[src/rtl/ctrl_pipe.sv]
// ctrl_pipe: clocked 4-phase C-element micropipeline, DEPTH stages of WIDTH-bit data.
// Ports: clk, rst (async low), req_in/data_in/ack_in upstream, req_out/data_out/ack_out downstream, ctrl_out, busy.
module ctrl_pipe #(
  parameter int WIDTH = 8,
  parameter int DEPTH = 4
) (
  input  logic             clk,
  input  logic             rst,
  input  logic             req_in,
  input  logic [WIDTH-1:0] data_in,
  output logic             ack_in,
  output logic             req_out,
  output logic [WIDTH-1:0] data_out,
  input  logic             ack_out,
  output logic [DEPTH-1:0] ctrl_out,
  output logic             busy
);

  logic [DEPTH-1:0] ctrl_q;
  logic [DEPTH-1:0] a;
  logic [DEPTH-1:0] b;
  logic [DEPTH-1:0] ctrl_d;
  logic [DEPTH-1:0] rise;
  logic [WIDTH-1:0] data_q [DEPTH];
  logic [WIDTH-1:0] src    [DEPTH];

  for (genvar k = 0; k < DEPTH; k++) begin : g_stage
    if (k == 0) begin : g_head
      assign a[k]   = req_in;
      assign src[k] = data_in;
    end else begin : g_body
      assign a[k]   = ctrl_q[k-1];
      assign src[k] = data_q[k-1];
    end
    if (k == DEPTH - 1) begin : g_tail
      assign b[k] = ~ack_out;
    end else begin : g_next
      assign b[k] = ~ctrl_q[k+1];
    end
  end

  // Majority of (a, b, ctrl): set on 11, clear on 00, hold otherwise.
  assign ctrl_d = (a & b) | (ctrl_q & (a | b));
  assign rise   = ctrl_d & ~ctrl_q;

  always_ff @(posedge clk or negedge rst) begin
    if (!rst) begin
      ctrl_q <= '0;
      for (int k = 0; k < DEPTH; k++) begin
        data_q[k] <= '0;
      end
    end else begin
      ctrl_q <= ctrl_d;
      // Data moves only with the rising phase of a token.
      for (int k = 0; k < DEPTH; k++) begin
        if (rise[k]) begin
          data_q[k] <= src[k];
        end
      end
    end
  end

  assign ack_in   = ctrl_q[0];
  assign req_out  = ctrl_q[DEPTH-1];
  assign data_out = data_q[DEPTH-1];
  assign ctrl_out = ctrl_q;
  assign busy     = |ctrl_q;

endmodule

[config.mk]
export PLATFORM = sky130hd
export DESIGN_NAME = ctrl_pipe
export DESIGN_NICKNAME = d
export VERILOG_FILES = /design/src/rtl/ctrl_pipe.sv
export SDC_FILE = /design/constraint.sdc
export NUM_CORES = 1
export LEC_CHECK = 0
export CAP_MARGIN = 20
export CORE_ASPECT_RATIO = 1.25
export CORE_MARGIN = 2
export CORE_UTILIZATION = 37
export DETAILED_ROUTE_END_ITERATION = 8
export GPL_TIMING_DRIVEN = 0
export PLACE_DENSITY_LB_ADDON = 0.3
export SYNTH_ARGS = -nofsm -noshare
export SYNTH_HDL_FRONTEND = slang
export SYNTH_SLANG_ARGS = --single-unit
export TNS_END_PERCENT = 50
[constraint.sdc]
create_clock -name clk -period 2.1 [get_ports clk]
set_clock_uncertainty 0.15 [all_clocks]
set_input_delay 0.315 -clock clk [delete_from_list [all_inputs] [get_ports clk]]
set_output_delay 0.315 -clock clk [all_outputs]
set_load 0.01 [all_outputs]
* Yosys cells after proc, flatten, opt, wreduce, memory -nomap -nowiden
Cells that the tools add are included.
** Storage, ports and cells
- Register bits after elaboration :: 36
- Word-level logic and storage cells :: 16
- Output and inout port bits :: 15
** Operators by class
- Reduce and logical (&&, ||, !) cells :: 1
- Bitwise logic cells :: 10
** Operator list (count)
- $and A4 B4 Y4 :: 3
- $or A4 B4 Y4 :: 2
- $not A1 Y1 :: 4
- $not A4 Y4 :: 1
- $reduce_or A4 Y1 :: 1

* Depth between registers and ports, before layout
- Depth after elaboration :: 5
- Gate-level depth with buffers :: 3
- Mapped depth without buffers :: 2

* Least setup slack after synthesis
Ideal clock, no wire load.
- Path kind :: flip-flop to flip-flop
- From :: register ctrl_q[1], in the netlist ctrl_out[1]
- To :: register data_q[24] (netlist bit)
- Buffers on the path :: 1
- Cell stages (with the launch flop) :: 4
- Setup time :: 0.125 ns
- Arrival time :: 1.277 ns
- Path slack :: 0.548 ns
- Path through :: dfrtp_1 > buf_4 > nor3b_4 > mux2_2
** Between the ends
- Longest elaborated chain between the ends :: 5
** Ends and longest elaborated chain
- from (decl) :: line 19 : logic [DEPTH-1:0] ctrl_q;
- from (signal assigned) :: line 53 : ctrl_q <= ctrl_d;
- $not A1 Y1 * :: line 38 : assign b[k] = ~ctrl_q[k+1];
- $or A4 B4 Y4 :: line 43 : assign ctrl_d = (a & b) | (ctrl_q & (a | b));
- $and A4 B4 Y4 :: line 43
- $or A4 B4 Y4 * :: line 43
- $and A4 B4 Y4 * :: line 44 : assign rise = ctrl_d & ~ctrl_q;
- to (signal, indexed assignment) :: line 57 : data_q[k] <= src[k];
- to (decl) :: line 24 : logic [WIDTH-1:0] data_q [DEPTH];
Mark *: on every way between the ends. The rest lies on a longest branch, timed or not.
A chain may end at the register's enable or synchronous reset.

* Worst setup path after layout
- From :: register ctrl_q[3], in the netlist ctrl_out[3]
- To :: output ctrl_out[3]
** RTL lines
- to (decl) :: line 15 : output logic [DEPTH-1:0] ctrl_out,
No word-level cell between the ends.

==> flow_summary.yaml <==
clocking:
  cts_tree: "built"
  clk-insertion-delay-late_ns: 0.28
  cts.clk_slew.worst_paths_ns: 0.07
  cts_max_level: 2
  cts-buffers-inserted: 5
  cts.sinks: 36
  ctsLongestPathBuffers: 2
  cts_resized: 0
  cts_root_buffer: "clkbuf_8"
logic_synthesis:
  synthFlopType: "dfrtp_1"
  seq_area_frac_synth_pct: 60.6
  postSynthAreaPerCell_um2: 15.5
  synth_area_um2: 1490
  synthMuxAreaShare_pct: 24.2
  synthTopCellsByCount: "dfrtp_1 (36), mux2_2 (32), buf_4 (12)"
  synthXorXnorAreaFrac_pct: 0
  synth_edf_count: 0
  yosys_warnings: 0
  synthCells: 96
  yosysUniqueCellTypes: 9
  synth_nets: 108
  synthAdderAreaFrac_pct: 1.35
  synth-seq-cells: 36
  synthSimpleGateAreaFrac_pct: 6.57
  synth_top_cells_by_area: "dfrtp_1 (61%), mux2_2 (24%), buf_4 (6.1%)"
  synth_top_area_share_pct: 60.6
  synth_compound_area_share_pct: 0.673
  synthArstFlopShare_pct: 100
  synth_top_family_by_area: "multiplexers"
  synth.most_common_cell: "dfrtp_1"
  synth_top_area_cell: "dfrtp_1"
placed_design:
  io_buffer_count: 26
  place_area_um2: 1810
  gp_congestion: 0.645
  dp_cells: 176
  hpwlAfterDp_mm: 1.59
sta:
  drv_slew: 0
  worstMarginPinSlew_ns: 0.763
  fin_crit_ns: 1.99
  rsz0062_at_grt: "no"
  setup_viol: 0
  slew_headroom_pct: 49.2
  hold-worst-slack_ns: 0.353
  fin_crit_sh_pct: 94.9
  finalSetupTns_ns: 0
  hold_violations: 0
  max_clock_freq_mhz: 502
global_route:
  grt_pass1_vias: 779
  grt-ovfl-total: 0
  grt_antenna_before_repair: 0
  grt.total_usage_pct: 11.1
  grt_start_max_net_pins: 37
  grt_pass1_wl_mm: 3.57
route:
  vias: 778
  drc_errors: 0
  drt.antenna.violating_nets: 0
  drt-total-wl_mm: 2.11
  wl_per_cell_um: 11.4
  routed_via_density: 4.21
  first_pass_iters: 2
  drt-initial-drc-count: 16
critical_path:
  cp-start-kind: "flip-flop"
  critPathArrivalTime_ns: 1.53
  worstPathRequired_ns: 1.63
  crit_path_start: "ctrl_out[3]"
  rr_startpoint: "ctrl_out[1]"
  r2r_slack_ns: 0.47
  critPathMaxFanout: 7
  r2r_end: "data_q[31]"
  critPathCapture: "ctrl_out[3]"
  end_kind: "output port"
  worstRegToRegCells: 3
  path_class: "reg2out"
floorplan:
  core_um2: 3820
  initial_core_util_pct: 39.0
  fp.dieArea_um2: 4540
  rows: 25
  die_w_um: 60.7
  ioPinCount: 27
  die_h_um: 74.9
power_and_ir_drop:
  power_leakage_nw: 0.820
  power_density_nw_per_um2: 1540
  vdd_drop_max_mv: 0.635
hold_path:
  hold_class: "reg2reg"
final_layout:
  antenna_cells: 0
  final_nets: 142
  layout-drive-gt1-share_pct: 42.7
  finalNonFillerCells: 185
  final_area_um2: 1910
  area_growth_pct: 28.7
  fill_cells: 388
  finish.utilization_pct: 50.1
run_status:
  status: "complete, no violations"
run:
  drv_cap: 0
## worst min-delay path by stage
stage / startpoint / endpoint / slack (ns) / depth (start not counted)
6_report: data_q[25] / data_q[17] / 0.35 / 1
3_5_place_dp: rst / data_out[7] / 0.28 / 1
4_1_cts: data_q[16] / data_q[16] / 0.36 / 1
3_3_place_gp: data_q[31] / data_q[23] / 0.34 / 1
5_1_grt: data_q[25] / data_q[25] / 0.38 / 1
2_1_floorplan: rst / ctrl_out[0] / -0.13 / 0
## kinds of logic (layout without fill, tap and decap cells)
kind of cell             count (synthesis)  in the layout
AND/OR/NAND/NOR                         10             10
buffers and inverters                   14             49
AO/OA/AOI/OAI                            2              2
adder cells (fa/ha/maj)                  2              2
multiplexers                            32             32
flip-flops                              36             36
## repair_timing
item,4_1_cts,5_1_grt
setup buffers,0,0
hold buffers,1,0
hold endpoints to repair,36,0
## worst max-delay path: stages, from the launching register on
cell and delay [ns]:
dfrtp_1 0.54, buf_4 0.18, clkdlybuf4s50_1 0.52
## sequential cells by signal, summed over array words and instances, names as in the netlist
name and count:
ctrl_out 4, data_out 8, data_q 24
## layout by cell type, fill, tap and decap left out, types with 2 or more instances in the layout
master and count:
dfrtp_1 36, nor3b_4 4, inv_1 2, buf_4 12
clkdlybuf4s50_1 25, nor2_1 3, clkbuf_8 6, o21ai_0 2
nand2_1 3, maj3_1 2, mux2_2 32
## through the flow
stage / total power, mW / setup slack, ns
global route: 3.15 / 0.0407
finish: 2.94 / 0.108
global placement: 2.42 / -0.120
CTS: 2.99 / 0.0944
detailed placement: 2.48 / 0.150
floorplan: 2.04 / 0.548
## metal layers
metal | wire length (um) | GRT usage [%]
met5 | 0 | 0
met4 | 48 | 5.80
met1 | 911 | 12.8
met2 | 1060 | 17.6
met3 | 87 | 4.64
## cell type report
| class | count | area, um^2 | share of cell area [%] |
|---|---|---|---|
| clock buffers | 7 | 86.3 | 4.51 |
| repair buffers | 27 | 265 | 13.9 |
| multi-input cells | 46 | 488 | 25.5 |
| plain buffers | 12 | 90.1 | 4.71 |
| inverters | 2 | 7.51 | 0.392 |
| clock inverters | 1 | 7.51 | 0.392 |
| flip-flops and latches | 36 | 901 | 47.1 |
| well taps | 54 | 67.6 | 3.53 |
## power breakdown
| group | switching (mW) | internal, mW | total, mW | leakage, nW |
|---|---|---|---|---|
| clock network | 0.229 | 0.266 | 0.495 | 0.0445 |
| logic | 0.392 | 0.797 | 1.19 | 0.343 |
| registers | 0.208 | 1.05 | 1.26 | 0.433 |
No activity file was read; power rests on OpenSTA's default activity.
==> RTL change: new RTL, config.mk and constraints unchanged <==
The parameter `WIDTH` goes from 8 to 10.
--- a/src/rtl/ctrl_pipe.sv
+++ b/src/rtl/ctrl_pipe.sv
@@ -3,3 +3,3 @@
 module ctrl_pipe #(
-  parameter int WIDTH = 8,
+  parameter int WIDTH = 10,
   parameter int DEPTH = 4
Ports: changed (resized data_in and data_out); port bits go from 27 to 31. The function was not compared with the original's and may differ.
==> RTL change against the unedited design <==
Worst hold slack worse by 0.14 ns; critical path depth is 1 higher; non-clock buffer count is 9 higher; worst setup slack better by 0.070 ns; count of clock-buffer cells in the layout is 1 higher; total power is 16% higher; area after synthesis is 20% higher; sequential cell count is 8 higher; synthesized cell count is 21% higher; cell area is 19% higher; wire length is 36% higher; critical path type unchanged.
==> RTL change: results (changes against the unedited design) <==
- Status: finished, final reports clean
- Max Fanout on Critical Path: 8 (+1)
- PortBufs: 30 (+15%)
- DPL Wire Length: 1.999 mm (+26%)
- Cells after Synth: 116 (+21%)
- Slowest-stage cell, CP: clkdlybuf4s50_1
- Skew-Pair Late Insertion Delay: 0.28 ns (about the same)
- Drt first-iter violations: 15 (-1)
- Via/cell ratio: 4.481 (+6.6%)
- Final non-filler cell total: 216 (+17%)
- Worst slew margin: 81.76% (+33 points)
- WP data arrival: 1.46 ns (-0.07 ns)
- Fin nets: 169 (+19%)
- First-pass GRT wire length: 4.864 mm (+36%)
- Delay-heaviest family, CP: buffers and inverters
- Sequential area share after synthesis: 61.84% (+1.2 points)
- DR pass1 iterations: 4 (+2)
- Adder-Cell Fraction of Synth Area: 1.124% (-0.22 points)
- Largest net degree at the start of global routing: 44 (+19%)
- XOR/XNOR Fraction of Synth Area: 0% (unchanged)
- DR WL/cell: 13.28 microns (+17%)
- Largest register FFs: 30 (+25%)
- Total nets after synthesis: 130 (+20%)
- Hold WC Path Type: in -> async
- Mux cell area share after synthesis: 25.30% (+1.1 points)
- Routability Congestion: 0.6609 (+2.5%)
- GRT Total Usage: 12.38% (+1.3 points)
- Share of cells above drive strength 1: 42.95% (+0.20 points)
- # fillers: 447 (+15%)
- Largest cells by area after synthesis: dfrtp_1 62%, mux2_2 25%, buf_4 6.3%
- Leak: 0.9828 nW (+20%)
- Htree depth: 2 (unchanged)
- Vias in the first global route: 1013 (+30%)
- Worst VDD drop: 0.0005671 V (-11%)
- Placed cells: 207 (+18%)
- Compound-Gate Fraction of Synth Area: 0.5622% (-0.11 points)
- Synth unique cells: 11 (+2)
- Synth cell count leaders: 44 x dfrtp_1, 40 x mux2_2, 15 x buf_4
RTL change: final cells by class:
cell class | instances | area [sq um] | share of cell area, %
plain buffers | 16 | 123.9 | 5.455
clock buffers | 8 | 90.09 | 3.967
inverters | 2 | 7.507 | 0.3306
multi-input cells | 54 | 548.0 | 24.13
flip-flops and latches | 44 | 1101 | 48.48
well taps | 60 | 75.07 | 3.306
repair buffers | 32 | 325.3 | 14.33
RTL change: path summary, 6_finish.rpt:
check,startpoint,to,slack [ns],cells past startpoint
worst max-delay path,ctrl_out[2],busy,0.18,3
worst min-delay path,rst,data_out[7],0.21,2
worst max register to register,ctrl_out[2],data_out[2],0.56,3
worst min register to register,data_q[16],data_q[16],0.36,1
max in group asynchronous,rst,data_q[12],1.19,3
min in group clk,data_q[16],data_q[16],0.36,1
RTL change: power by group:
| part | total [mW] | switching (mW) | internal [mW] | leakage [nW] |
|---|---|---|---|---|
| Sequential | 1.54 | 0.263 | 1.28 | 0.530 |
| Clock | 0.522 | 0.254 | 0.268 | 0.0455 |
| Combinational | 1.35 | 0.428 | 0.922 | 0.408 |
RTL change: routing by layer:
metal	vias up	GRT usage (%)	wire length [microns]
li1	460	-	-
met1	489	15.12	1195
met2	14	21.21	1552
met3	5	2.877	80
met4	0	4.898	42
met5	-	0	0
RTL change: through the flow:
step	cell area, sq um	setup TNS, ns	setup slack [ns]	hold WS, ns	power [mW]
after floorplan	1780	0	0.6423	-0.1306	2.403
after global placement	2156	-21.24	-0.4852	0.3331	2.866
after detailed placement	2171	0	0.2093	-0.03285	2.947
after CTS	2271	0	0.1412	0.2082	3.479
after global routing	2271	0	0.09877	0.2092	3.666
final	2271	0	0.1781	0.2084	3.414
